==> src/rtl/loader_pkg.sv <==
// Shared definitions for the boot-time instruction memory loader.
package loader_pkg;

    typedef enum logic [2:0] {
        IDLE,
        HDR,
        DATA,
        DONE,
        ERROR
    } loader_state_t;

    localparam int HDR_BYTES      = 4;
    localparam int BYTES_PER_WORD = 4;

endpackage

==> src/rtl/byte_assembler.sv <==
// Collects four bytes into a little-endian 32-bit word; word_valid marks the
// cycle in which the final lane is being captured, with the full word on `word`.
module byte_assembler
    import loader_pkg::*;
(
    input  logic        clk,
    input  logic        rst,
    input  logic        clear,
    input  logic        byte_en,
    input  logic [7:0]  byte_in,
    output logic [31:0] word,
    output logic        word_valid
);

    localparam logic [1:0] LAST_LANE = 2'(BYTES_PER_WORD - 1);

    logic [1:0]  lane;
    logic [31:0] shreg;

    always_ff @(posedge clk) begin
        if (!rst) begin
            lane  <= '0;
            shreg <= '0;
        end else if (clear) begin
            lane  <= '0;
            shreg <= '0;
        end else if (byte_en) begin
            lane  <= lane + 2'd1;
            shreg <= word;
        end
    end

    // Newest byte enters at the top, so after four shifts the first byte sits in [7:0].
    assign word       = {byte_in, shreg[31:8]};
    assign word_valid = byte_en && (lane == LAST_LANE);

endmodule

==> src/rtl/imem_loader.sv <==
// Boot loader: parses a word-count header, streams words into instruction
// memory and holds the core in reset until the image is complete.
//
// state | meaning
// IDLE  | one-cycle restart point after reset or reload
// HDR   | collecting the 4-byte word count
// DATA  | collecting image words, one memory write per word
// DONE  | image complete, core released
// ERROR | word count exceeded capacity, core held in reset
module imem_loader
    import loader_pkg::*;
#(
    parameter int          DEPTH_WORDS = 256,
    parameter logic [31:0] BASE_ADDR   = 32'h0000_0000
) (
    input  logic        clk,
    input  logic        rst,
    input  logic [7:0]  in_data,
    input  logic        in_valid,
    output logic        in_ready,
    input  logic        reload,
    output logic        imem_we,
    output logic [31:0] imem_addr,
    output logic [31:0] imem_wdata,
    output logic        core_rst,
    output logic        load_done,
    output logic        load_error
);

    localparam int         IDX_W    = $clog2(DEPTH_WORDS) + 1;
    localparam logic [2:0] HDR_LAST = 3'(HDR_BYTES - 1);

    loader_state_t    state;
    logic [IDX_W-1:0] word_idx;
    logic [IDX_W-1:0] n_words;
    logic [2:0]       hdr_cnt;
    logic             byte_en;
    logic             asm_valid;
    logic [31:0]      asm_word;
    logic             last_word;

    assign byte_en   = in_valid && in_ready;
    assign last_word = (word_idx + IDX_W'(1)) == n_words;

    byte_assembler u_asm (
        .clk        (clk),
        .rst        (rst),
        .clear      (state == IDLE),
        .byte_en    (byte_en),
        .byte_in    (in_data),
        .word       (asm_word),
        .word_valid (asm_valid)
    );

    always_ff @(posedge clk) begin
        if (!rst) begin
            state      <= IDLE;
            in_ready   <= 1'b0;
            imem_we    <= 1'b0;
            imem_addr  <= BASE_ADDR;
            imem_wdata <= '0;
            core_rst   <= 1'b0;
            load_done  <= 1'b0;
            load_error <= 1'b0;
            hdr_cnt    <= '0;
            word_idx   <= '0;
            n_words    <= '0;
        end else begin
            imem_we <= 1'b0;
            case (state)
                IDLE: begin
                    state    <= HDR;
                    in_ready <= 1'b1;
                    hdr_cnt  <= '0;
                    word_idx <= '0;
                end
                HDR: begin
                    if (byte_en) begin
                        hdr_cnt <= hdr_cnt + 3'd1;
                        if (hdr_cnt == HDR_LAST) begin
                            // Full 32-bit compare so oversized counts cannot alias into range.
                            n_words <= asm_word[IDX_W-1:0];
                            if (asm_word == 32'd0) begin
                                state     <= DONE;
                                in_ready  <= 1'b0;
                                core_rst  <= 1'b1;
                                load_done <= 1'b1;
                            end else if (asm_word > 32'(DEPTH_WORDS)) begin
                                state      <= ERROR;
                                in_ready   <= 1'b0;
                                load_error <= 1'b1;
                            end else begin
                                state <= DATA;
                            end
                        end
                    end
                end
                DATA: begin
                    if (asm_valid) begin
                        imem_we    <= 1'b1;
                        imem_wdata <= asm_word;
                        imem_addr  <= BASE_ADDR + (32'(word_idx) << 2);
                        word_idx   <= word_idx + IDX_W'(1);
                        if (last_word) begin
                            state     <= DONE;
                            in_ready  <= 1'b0;
                            core_rst  <= 1'b1;
                            load_done <= 1'b1;
                        end
                    end
                end
                DONE, ERROR: begin
                    if (reload) begin
                        state      <= IDLE;
                        core_rst   <= 1'b0;
                        load_done  <= 1'b0;
                        load_error <= 1'b0;
                        word_idx   <= '0;
                    end
                end
                default: state <= IDLE;
            endcase
        end
    end

endmodule

==> config.mk <==
export PLATFORM = sky130hd
export DESIGN_NAME = imem_loader
export DESIGN_NICKNAME = d
export VERILOG_FILES = /design/src/rtl/loader_pkg.sv /design/src/rtl/byte_assembler.sv /design/src/rtl/imem_loader.sv
export SDC_FILE = /design/constraint.sdc
export NUM_CORES = 1
export LEC_CHECK = 0
export ABC_AREA = 1
export ABC_CLOCK_PERIOD_IN_PS = 4800
export CAP_MARGIN = 20
export CORE_UTILIZATION = 40
export DETAILED_ROUTE_END_ITERATION = 8
export PLACE_DENSITY = 0.64
export SYNTH_ARGS = -nofsm -noshare
export SYNTH_HDL_FRONTEND = slang
export SYNTH_SLANG_ARGS = --single-unit
==> constraint.sdc <==
create_clock -name clk -period 4.8 [get_ports clk]
set_input_delay 1.2 -clock clk [delete_from_list [all_inputs] [get_ports clk]]
set_output_delay 1.2 -clock clk [all_outputs]
set_load 0.01 [all_outputs]
Yosys cells after proc, flatten, opt, wreduce, memory -nomap -nowiden:

Cells that the tools add are included.

* flip-flop bits (word level): 103
* latch bits: 0
* memory bits (writable): 0
* bits in read-only memories: 0
* output and inout port bits: 69
* logic and storage cells: 86
* memories kept: 0

* add/sub/neg operators: 3
* $mul: 0
* divide/modulo/power cells: 0
* order comparisons: 1
* equality and inequality tests: 16
* shift-type cells: 0
* muxes and demuxes: 33
* bitwise operators: 1
* reduce and logical (&&, ||, !) cells: 20

Operators by type and width (number)
* 32-bit by 9-bit > comparator with 1-bit output, second input constant: 1
* 32-bit logical NOT: 1
* 9-bit one-hot mux with 3 select lines: 1
* 3-bit 2-to-1 mux: 8
* 9-bit 2-to-1 mux: 2
* 1-bit 2-to-1 mux: 17
* 2-bit != test, second input constant: 7
* 3-bit one-hot mux with 4 select lines: 1
* 6-bit AND reduction: 2
* 9-bit by 1-bit adder with 9-bit output, second input constant: 1
* 3-bit by 2-bit equality test with 1-bit output, second input constant: 3
* 9-bit equality test: 1
* 3-bit nonzero test: 3
* 7-bit AND reduction: 1
* 1-bit one-hot mux with 3 select lines: 2
* 3-bit one-hot mux with 2 select lines: 1
* 2-bit AND reduction: 3
* 3-bit AND reduction: 2
* 5-bit AND reduction: 1
* 2-bit nonzero test: 2
* 2-bit OR reduction: 2
* 3-bit by 1-bit adder with 3-bit output, second input constant: 1
* 3-bit by 1-bit equality test with 1-bit output, second input constant: 1
* 3-bit equality test, second input constant: 1
* other kinds (8): 9

Logic depth before layout (Yosys ltp):

* depth in word-level cells: 6
* gate-level depth with buffers: 14
* depth with buffers taken out: 14

Cells and area by module:

Synthesis repeated with hierarchy kept, for this count alone.

* cell total of the unflattened synthesis: 591
* area total of the unflattened synthesis: 4296.6 um^2

By module, submodules not included
* imem_loader: instances 1, cells each 464, area each 3258.1 um^2
* byte_assembler: instances 1, cells each 127, area each 1038.5 um^2

Least setup slack after synthesis:

Ideal clock, no wire load.

* kind: input port to flip-flop
* start: in in_valid
* end: reg word_idx[2]
* library setup time: 129 ps
* arrival time: 2105 ps
* path slack: 2566 ps
* stages on the path: 9
* buffers on the path: 0
* cells stage by stage: nand2_2 -> inv_2 -> nand2_2 -> nand2_1 -> inv_2 -> a211oi_2 -> inv_2 -> a21oi_1 -> nor2_1

* word-level cells in the longest chain between the ends: 4

RTL lines
* start: declaration: line imem_loader.sv:19 `input logic in_valid,`
* 1-bit logical AND: line imem_loader.sv:42 `assign byte_en = in_valid && in_ready;`
* 1-bit logical AND: line byte_assembler.sv:35 `assign word_valid = byte_en && (lane == LAST_LANE);`
* 2-bit != test (no line)
* 3-bit AND reduction (no line)
* end signal: assignment: line imem_loader.sv:103 `word_idx <= word_idx + IDX_W'(1);`
* end: declaration: line imem_loader.sv:34 `logic [IDX_W-1:0] word_idx;`

Every way passes these cells.
A chain may end at the register's enable or synchronous reset.

Final worst setup path:

* start: in in_valid
* end: reg word_idx[8]

Same word-level chain as after synthesis.

==> impl_metrics.json <==
{
  "cp-endpoint": "word_idx[8]$_SDFFE_PN0P_",
  "clock-sinks": 95,
  "critPathLaunch": "in_valid",
  "diodes": 0,
  "drive_above_1_share": 0.0912,
  "r2r_start": "in_ready$_SDFFE_PN0P_",
  "ys.warnings.count": 0,
  "drt-initial-drc-count": 163,
  "critPathLaunchType": "input port",
  "path_clk_slew_ns": 0.08,
  "worstPathArrival_ns": 3.77,
  "cpMaxStageDelayCell": "inv_2",
  "p_comb_frac": 0.229,
  "tritoncts": "done",
  "synth.avg_cell_area_sq_um": 7.24,
  "die_x_microns": 105,
  "synthDistinctLibCells": 30,
  "rows": 37,
  "cp_top_family": "buffers and inverters",
  "required_ns": 5.08,
  "die_h_microns": 105,
  "finalMaxSlewViolations": 0,
  "synth_area_leaders": "dfxtp_1 (45%), nand2_1 (11%), nor2_1 (8.9%)",
  "power_frac_seq": 0.482,
  "endpoint_kind": "flip-flop",
  "slowest_delay_ns": 0.49,
  "post-place-ws_ns": 0.877,
  "remaining_drc_errors": 0,
  "cts_root_buffer": "clkbuf_8",
  "ys_seq_area_frac": 0.447,
  "reg2reg_slack_ns": 2.23,
  "vias_per_cell": 4.83,
  "numCtsBuffers": 9,
  "max_cap_viol_count": 0,
  "area_growth_pct": 17.3,
  "final_hold_viol_count": 0,
  "first_global_vias": 3489,
  "cellPowerDensity_nw_per_um2": 360,
  "crit_top_cell": "nand2_2",
  "dr_total_vias": 3730,
  "rsz0062_at_grt": "false",
  "worstHoldPathType": "reg2reg",
  "swShare": 0.321,
  "grt_overflow_total": 0,
  "min_period_ns": 3.49,
  "path_depth": 8,
  "htreeDepth": 3,
  "timing.fmax_mhz": 286,
  "clk_latency_ns": 0.36,
  "setup_viol": 0,
  "fin_skew_ns": 0.00814,
  "async_flop_share": 0,
  "mappedNetlistArea_sq_um": 4260,
  "ctsResizeCount": 0,
  "ys.flop_type": "dfxtp_1",
  "timing.final.ws_setup_ns": 1.31,
  "antenna_found_initial": 0,
  "coreArea_sq_um": 10300,
  "fin_tns_setup_ns": 0,
  "reg2reg_depth": 7,
  "pwr-share-clk": 0.289,
  "ant_nets": 0,
  "postCtsSetupBuffers": 0,
  "synth_most_common_cell": "nand2_1",
  "gp_congestion": 0.841,
  "track_usage": 0.180,
  "grt_max_degree": 36,
  "critical_path_buf_inv_count": 3,
  "r2r-end": "word_idx[8]$_SDFFE_PN0P_",
  "syn_inst": 588,
  "outcome": "finished, final reports clean",
  "p_int_uw": 1220,
  "synth_commonest_cells": "nand2_1 (120), nor2_1 (101), dfxtp_1 (95)",
  "ir_worst_vdd_v": 0.000160,
  "finalNetCount": 648,
  "worst-setup-path-type": "in2reg",
  "io_buffers": 57,
  "path_cells": "clkdlybuf4s50_1 -> nand2_2 -> inv_2 -> nand2_2 -> nor2_4 -> buf_4 -> nand3_1 -> a21oi_1",
  "synth-seq-cells": 95,
  "start_util": 0.412,
  "grt_pass1_wl_microns": 16200,
  "cp_max_fo": 35,
  "synth_top_area_frac": 0.447,
  "period_share": 0.728,
  "ioPinCount": 81,
  "die_area_sq_um": 11100,
  "wl_per_cell_microns": 12.2,
  "worst_pin_slew_ns": 0.869,
  "clockBufferDepth": 2,
  "synth_edf_count": 0,
  "wirelength_microns": 9460,
  "slew_headroom": 0.419,
  "power_leakage_uw": 0.00202,
  "cts-hold-fix-buffers": 0,
  "hpwl_microns": 6770,
  "drt_pre_antenna_iters": 4,
  "net-switching-power_uw": 577,
  "yosysTopAreaCell": "dfxtp_1"
}
## logic make-up (layout without fill, tap and decap cells)
family | after synthesis | after routing | share of synthesized area
AOI/OAI and AO/OA | 124 | 124 | 0.155
xor gates and xnor gates | 2 | 2 | 0.00412
adders and majority gates | 4 | 4 | 0.0118
buffers and inverters | 95 | 121 | 0.110
DFF | 95 | 95 | 0.447
other | 1 | 23 | 0.000881
and+or+nand+nor | 267 | 267 | 0.272
## how the worst min path moves through the flow
stage | endpoint | start | cells past startpoint | slack (ns)
2_1_floorplan | n_words[1]$_SDFFE_PN0P_ | n_words[1]$_SDFFE_PN0P_ | 2 | 0.44
3_3_place_gp | load_error$_SDFFE_PN0P_ | load_error$_SDFFE_PN0P_ | 2 | 0.45
3_5_place_dp | load_error$_SDFFE_PN0P_ | load_error$_SDFFE_PN0P_ | 2 | 0.45
4_1_cts | load_error$_SDFFE_PN0P_ | load_error$_SDFFE_PN0P_ | 2 | 0.46
5_1_grt | load_error$_SDFFE_PN0P_ | load_error$_SDFFE_PN0P_ | 2 | 0.50
6_report | load_error$_SDFFE_PN0P_ | load_error$_SDFFE_PN0P_ | 2 | 0.46
## worst reg2reg max path: stages (launching register included)
cell and delay [ns]:
dfxtp_1 0.37, nand2_2 0.32, inv_2 0.49, nand2_2 0.14
nor2_4 0.46, buf_4 0.43, nand3_1 0.12, a21oi_1 0.15
## registers in the layout (all words and copies together), names as in the netlist
signal       count
hdr_cnt          3
imem_addr        9
imem_wdata      32
imem_we          1
in_ready         1
load_done        1
load_error       1
n_words          9
state            3
u_asm.lane       2
u_asm.shreg     24
word_idx         9
## area by class of cell
class	count	area [sq um]
clock buffers	12	145
clock inverters	3	43.8
fillers	1020	5330
inverters	47	176
multi-input cells	420	1970
flip-flops and latches	95	1900
well taps	136	170
repair buffers	59	586
## routing by layer
| layer | wire length [microns] | up-vias | global-route usage |
|---|---|---|---|
| met1 | 4360 | 1701 | 0.222 |
| met2 | 4470 | 95 | 0.306 |
| met5 | 0 | - | 0 |
| met4 | 179 | 0 | 0.0694 |
| met3 | 452 | 18 | 0.0399 |
| li1 | - | 1916 | - |
## layout by cell type, fill, tap and decap left out, types with 2 or more instances in the layout
| cell type | synthesis | layout |
|---|---|---|
| o211a_1 | 2 | 2 |
| a21oi_1 | 59 | 59 |
| clkbuf_1 | 10 | 2 |
| nand3_2 | 4 | 4 |
| a21oi_2 | 3 | 3 |
| nand2_1 | 120 | 120 |
| o21ai_0 | 33 | 33 |
| nand3_1 | 18 | 18 |
| conb_1 | 1 | 23 |
| nor2_2 | 4 | 4 |
| nand2_4 | 2 | 2 |
| nor2_1 | 101 | 101 |
| nor2_4 | 5 | 5 |
| inv_1 | 33 | 33 |
| inv_2 | 14 | 14 |
| o21ai_1 | 24 | 24 |
| dfxtp_1 | 95 | 95 |
| buf_4 | 26 | 2 |
| clkdlybuf4s50_1 | 0 | 57 |
| clkbuf_8 | 0 | 10 |
| nand2_2 | 7 | 7 |
| nand4_1 | 4 | 4 |
| ha_1 | 4 | 4 |
## power by group through the flow
stage / combinational [uW] / sequential [uW] / clock [uW]
after floorplan: 322 / 882 / 0
after global placement: 402 / 883 / 0
after detailed placement: 411 / 885 / 0
after CTS: 411 / 867 / 531
after global routing: 465 / 872 / 564
final: 411 / 867 / 519
## metrics by stage
stage               instances  power, uW  utilization  cell area, sq um  hold slack, ns
global placement          757       1290        0.465              4800           0.450
CTS                       772       1810        0.484              4990           0.464
detailed placement        757       1300        0.465              4800           0.451
floorplan                 610       1200            -              4340           0.445
finish                    772       1800        0.484              4990           0.462
global route              772       1900        0.484              4990           0.500
No activity file was read; power rests on OpenSTA's default activity.
